**src/rtl/uart_tx.sv**
```systemverilog
// uart_tx: 8N1 UART transmitter fed by a small byte FIFO
// Ports:
//   clk          system clock
//   rst_n        asynchronous active-low reset
//   tx_data      byte offered for transmission
//   tx_valid     tx_data is valid this cycle
//   tx_ready     FIFO can accept a byte this cycle
//   UART_RXD_OUT registered serial line, idle high
//   busy         frame in progress or FIFO non-empty
//   fifo_count   current FIFO occupancy
module uart_tx #(
    parameter int CLKS_PER_BIT = 434,
    parameter int FIFO_DEPTH   = 4
) (
    input  logic                        clk,
    input  logic                        rst_n,
    input  logic [7:0]                  tx_data,
    input  logic                        tx_valid,
    output logic                        tx_ready,
    output logic                        UART_RXD_OUT,
    output logic                        busy,
    output logic [$clog2(FIFO_DEPTH):0] fifo_count
);
    localparam int AW = $clog2(FIFO_DEPTH);
    localparam int CW = $clog2(CLKS_PER_BIT);
    localparam logic [AW:0]   FULL = (AW+1)'(FIFO_DEPTH);
    localparam logic [CW-1:0] LAST = CW'(CLKS_PER_BIT - 1);

    typedef enum logic [1:0] {IDLE, START, DATA, STOP} state_t;

    state_t        r_state, w_state_next;
    logic [7:0]    r_mem [FIFO_DEPTH];
    logic [AW-1:0] r_wr_ptr, r_rd_ptr;
    logic [AW:0]   r_count;
    logic [CW-1:0] r_clk_cnt;
    logic [2:0]    r_bit_idx;
    logic [7:0]    r_shift;
    logic          r_line, w_line_next, w_push, w_pop, w_tick, w_nonempty;

    assign tx_ready     = r_count != FULL;
    assign w_push       = tx_valid && tx_ready;
    assign w_nonempty   = r_count != '0;
    assign w_tick       = r_clk_cnt == LAST;
    assign UART_RXD_OUT = r_line;
    assign busy         = (r_state != IDLE) || w_nonempty;
    assign fifo_count   = r_count;

    // Storage needs no reset: occupancy is tracked by the pointers and count.
    always_ff @(posedge clk) begin
        if (w_push) r_mem[r_wr_ptr] <= tx_data;
    end

    always_ff @(posedge clk or negedge rst_n) begin
        if (!rst_n) begin
            r_wr_ptr <= '0;
            r_rd_ptr <= '0;
            r_count  <= '0;
        end else begin
            if (w_push) r_wr_ptr <= r_wr_ptr + AW'(1);
            if (w_pop) r_rd_ptr <= r_rd_ptr + AW'(1);
            if (w_push != w_pop) r_count <= w_push ? r_count + (AW+1)'(1) : r_count - (AW+1)'(1);
        end
    end

    // Next state and next line value; a pop happens from IDLE or at the end of STOP.
    always_comb begin
        w_state_next = r_state;
        w_line_next  = r_line;
        w_pop        = 1'b0;
        case (r_state)
            IDLE: if (w_nonempty) begin
                w_pop        = 1'b1;
                w_state_next = START;
                w_line_next  = 1'b0;
            end
            START: if (w_tick) begin
                w_state_next = DATA;
                w_line_next  = r_shift[0];
            end
            DATA: if (w_tick) begin
                w_state_next = (r_bit_idx == 3'd7) ? STOP : DATA;
                w_line_next  = (r_bit_idx == 3'd7) ? 1'b1 : r_shift[1];
            end
            STOP: if (w_tick) begin
                w_pop        = w_nonempty;
                w_state_next = w_nonempty ? START : IDLE;
                w_line_next  = !w_nonempty;
            end
            default: w_state_next = IDLE;
        endcase
    end

    always_ff @(posedge clk or negedge rst_n) begin
        if (!rst_n) begin
            r_state   <= IDLE;
            r_line    <= 1'b1;
            r_clk_cnt <= '0;
            r_bit_idx <= '0;
            r_shift   <= '0;
        end else begin
            r_state   <= w_state_next;
            r_line    <= w_line_next;
            r_clk_cnt <= (r_state == IDLE || w_tick) ? '0 : r_clk_cnt + CW'(1);
            if (w_pop) begin
                r_shift   <= r_mem[r_rd_ptr];
                r_bit_idx <= '0;
            end else if (r_state == DATA && w_tick) begin
                r_shift   <= r_shift >> 1;
                r_bit_idx <= r_bit_idx + 3'd1;
            end
        end
    end
endmodule

```
**config.mk**
```make
export PLATFORM = sky130hd
export DESIGN_NAME = uart_tx
export DESIGN_NICKNAME = d
export VERILOG_FILES = /design/src/rtl/uart_tx.sv
export SDC_FILE = /design/constraint.sdc
export NUM_CORES = 1
export LEC_CHECK = 0
export BUFFER_PORTS_ARGS = -buffer_cell sky130_fd_sc_hd__buf_2
export CAP_MARGIN = 5
export CORE_MARGIN = 5
export CORE_UTILIZATION = 45
export CTS_CLUSTER_DIAMETER = 60
export CTS_CLUSTER_SIZE = 12
export DETAILED_ROUTE_END_ITERATION = 8
export GPL_TIMING_DRIVEN = 1
export RECOVER_POWER = 100
export SLEW_MARGIN = 0
export SYNTH_ARGS = -nofsm -noshare
export SYNTH_HDL_FRONTEND = slang
export SYNTH_SLANG_ARGS = --single-unit
```
**constraint.sdc**
```tcl
create_clock -name clk -period 1.6 [get_ports clk]
set_input_delay 0.08 -clock clk [delete_from_list [all_inputs] [get_ports clk]]
set_output_delay 0.08 -clock clk [all_outputs]
set_load 0.005 [all_outputs]
```
==> results.py <==
metrics = {
    "global_route": {
        "globalRoute.totalOverflow": 0,
        "antenna_found_initial": 0,
        "grt_first_pass_wirelength_um": 8640,
        "first_global_vias": 1856,
        "busiest_layer": "met2",
        "grt_max_degree": 31,
        "use_met1": 0.164,
        "grtUsageTotal": 0.147,
        "gr-usage-met3": 0.0317,
        "use_met2": 0.271,
    },
    "placement": {
        "io_buffer_count": 16,
        "postPlaceCellArea_sq_um": 3220,
        "dp_hpwl_um": 3480,
        "globalplace.congestion": 0.827,
        "dp.cells": 313,
    },
    "setup_path": {
        "slowest_stage": "dfrtp_1",
        "cp-start-kind": "flip-flop",
        "r2r_slack_ns": -0.16,
        "crit_fanout": 4,
        "worstPathCellList": "inv_2 > ha_4 > nand4b_1 > nor4_4 > a21o_4 > xnor2_2 > mux2_4",
        "crit_type": "reg -> reg",
        "slowest_delay_ns": 0.39,
        "cp.required_ns": 1.83,
        "arrival_ns": 1.99,
        "crit_path_end_kind": "flip-flop",
    },
    "floorplanning": {
        "die_area_sq_um": 7800,
        "io_pins": 17,
        "die_w_um": 88.3,
        "core_sq_um": 5960,
        "initial_core_util": 0.463,
        "rows": 28,
        "die_y_um": 88.3,
    },
    "routing": {
        "routed_wl_um": 5100,
        "antenna_left": 0,
        "drc_errors": 0,
        "wl_per_cell_um": 15.0,
        "first_pass_iters": 4,
        "drt_iter0_markers": 72,
        "viasPerCell": 4.93,
        "via_count": 1682,
    },
    "sta": {
        "tightest_slew_ns": 0.767,
        "setup_violations": 18,
        "slew_headroom": 0.489,
        "rsz0062_at_grt": "true",
        "finClkSkew_ns": 0.0103,
        "hold_violations": 0,
        "fin_ws_ns": -0.163,
        "fin_crit_sh": 1.10,
        "slew_violations": 0,
        "timing.fmax_mhz": 567,
        "fin_crit_ns": 1.76,
    },
    "power_and_ir_drop": {
        "p_per_area_nw_per_um2": 1800,
        "leakage_nw": 1.49,
        "ir_worst_vdd_uv": 912,
    },
    "finish": {
        "nets": 286,
        "n_antenna_cell": 0,
        "seqCellArea_sq_um": 1710,
        "fillCellCount": 480,
        "fin_area_sq_um": 3570,
        "multi_input_area_sq_um": 1050,
        "drive_gt1_frac": 0.297,
        "final_cells": 341,
        "final_util": 0.600,
        "area_growth_pct": 29.5,
    },
    "synth": {
        "ys_ff_latch": 62,
        "yosysWarnings": 0,
        "yosys.area.top_type_share": 0.348,
        "synthTopCellsByCount": "edfxtp_1 (32), dfrtp_1 (29), nand2_1 (24), o21ai_0 (14)",
        "syn_nets": 223,
        "synth.area.top_cells": "edfxtp_1 (35%), dfrtp_1 (26%), mux4_2 (6.5%)",
        "syn_inst": 198,
        "synth_edf_count": 32,
        "synth_area_sq_um": 2760,
        "post-synth-top-count-cell": "edfxtp_1",
        "avgSynthCellArea_sq_um": 13.9,
        "synth_area_leader_cell": "edfxtp_1",
        "yosysSeqAreaShare": 0.621,
        "synth_cell_type_count": 34,
        "async_reset_ff_frac": 0.484,
        "synth_ff_type": "edfxtp_1",
    },
    "clocking": {
        "cts_tree": "yes",
        "cts_buffers": 9,
        "clk_pin_slew_ns": 0.08,
        "cts_sinks": 62,
        "insertion_delay_ns": 0.33,
        "clock_path_buffers": 2,
        "root_buffer": "clkbuf_8",
        "htreeDepth": 3,
    },
    "run_status": {
        "violations": "negative setup slack",
        "outcome": "finished with violations",
    },
    "worst_hold_path": {
        "hp-class": "in -> async",
    },
    "run": {
        "max_cap_violations": 0,
    },
}
[final timing paths]
path / from / endpoint / depth (start not counted)
setup / recovery: r_clk_cnt[1] / fifo_count[1] / 7
hold / removal: rst_n / r_state[0] / 2
setup reg to reg: r_clk_cnt[1] / fifo_count[1] / 7
hold reg to reg: r_bit_idx[2] / r_bit_idx[2] / 2
max in group asynchronous: rst_n / r_shift[6] / 2
min in group clk: tx_valid / r_wr_ptr[1] / 5
[routing by layer]
| layer | wire length (um) | share of wire |
|---|---|---|
| met1 | 2080 | 0.41 |
| met2 | 2840 | 0.56 |
| met3 | 126 | 0.025 |
| met4 | 56 | 0.011 |
| met5 | 0 | 0 |
[kinds of logic after synthesis]
family	count (synthesis)	share of synthesized area
adder cells (fa/ha/maj)	14	0.0662
buffers and inverters	13	0.0195
AND/OR/NAND/NOR	56	0.0984
flip-flops	62	0.621
multiplexers	18	0.104
AO/OA/AOI/OAI	22	0.0472
XOR/XNOR	13	0.0440
[final cells by class]
cell class,instances,area share
flip-flops and latches,62,0.480
clock inverters,7,0.0228
well taps,75,0.0263
repair buffers,57,0.136
clock buffers,9,0.0347
inverters,7,0.00736
multi-input cells,124,0.293
[critical path, delay by kind of cell, from the launching register on]
kind / cells / cell delay [ns]
flops: 1 / 0.39
mux: 1 / 0.32
fa+ha+maj: 1 / 0.11
simple gates: 2 / 0.43
buf+inv: 1 / 0.07
xor+xnor: 1 / 0.13
compound gates: 1 / 0.21
[cells in the final DEF (no fill, tap or decap), types with 3 or more instances in the layout]
| cell | n |
|---|---|
| buf_4 | 17 |
| buf_2 | 7 |
| a21oi_1 | 4 |
| mux4_2 | 8 |
| nand2_1 | 22 |
| xor2_1 | 5 |
| xnor2_1 | 6 |
| o21ai_1 | 5 |
| edfxtp_1 | 32 |
| clkbuf_1 | 11 |
| mux2i_1 | 8 |
| clkbuf_8 | 9 |
| buf_12 | 6 |
| buf_6 | 6 |
| o21ai_0 | 9 |
| nor2_1 | 13 |
| ha_1 | 12 |
| dlygate4sd3_1 | 9 |
| nand3_1 | 4 |
| dfrtp_1 | 29 |
| and2_1 | 5 |
| inv_1 | 5 |
| inv_6 | 3 |
[through the flow]
stage               hold slack (ns)  total power, W  setup WS, ns  TNS [ns]
floorplan                    -0.216         0.00381       -0.0947    -0.159
global placement              0.138         0.00473        -0.111    -0.649
detailed placement            0.159         0.00486        -0.209     -2.20
CTS                           0.263         0.00646        -0.187     -1.53
global route                  0.376         0.00686        -0.235     -5.83
finish                        0.346         0.00644        -0.163     -1.22
[what timing repair did]
item                                   CTS  global route
setup endpoints to repair               27            26
pin swaps                                1             2
hold buffers                             9             0
endpoints found under the hold margin   61             0
gates cloned                             0             1
buffers inserted                         2             0
resized for setup                       13             9
[registers in the layout (all words and copies together) (netlist names)]
register      cells
r_state           2
r_mem            32
r_rd_ptr          2
r_clk_cnt         9
r_bit_idx         3
r_wr_ptr          2
fifo_count        3
r_shift           8
UART_RXD_OUT      1
[power breakdown]
group          total, W  internal, W  switching (W)  leakage, nW
Sequential      0.00241      0.00215       0.000269        0.674
Combinational   0.00262      0.00144        0.00117        0.712
Clock           0.00140     0.000740       0.000663        0.101
(Power assumes the default switching activity.)
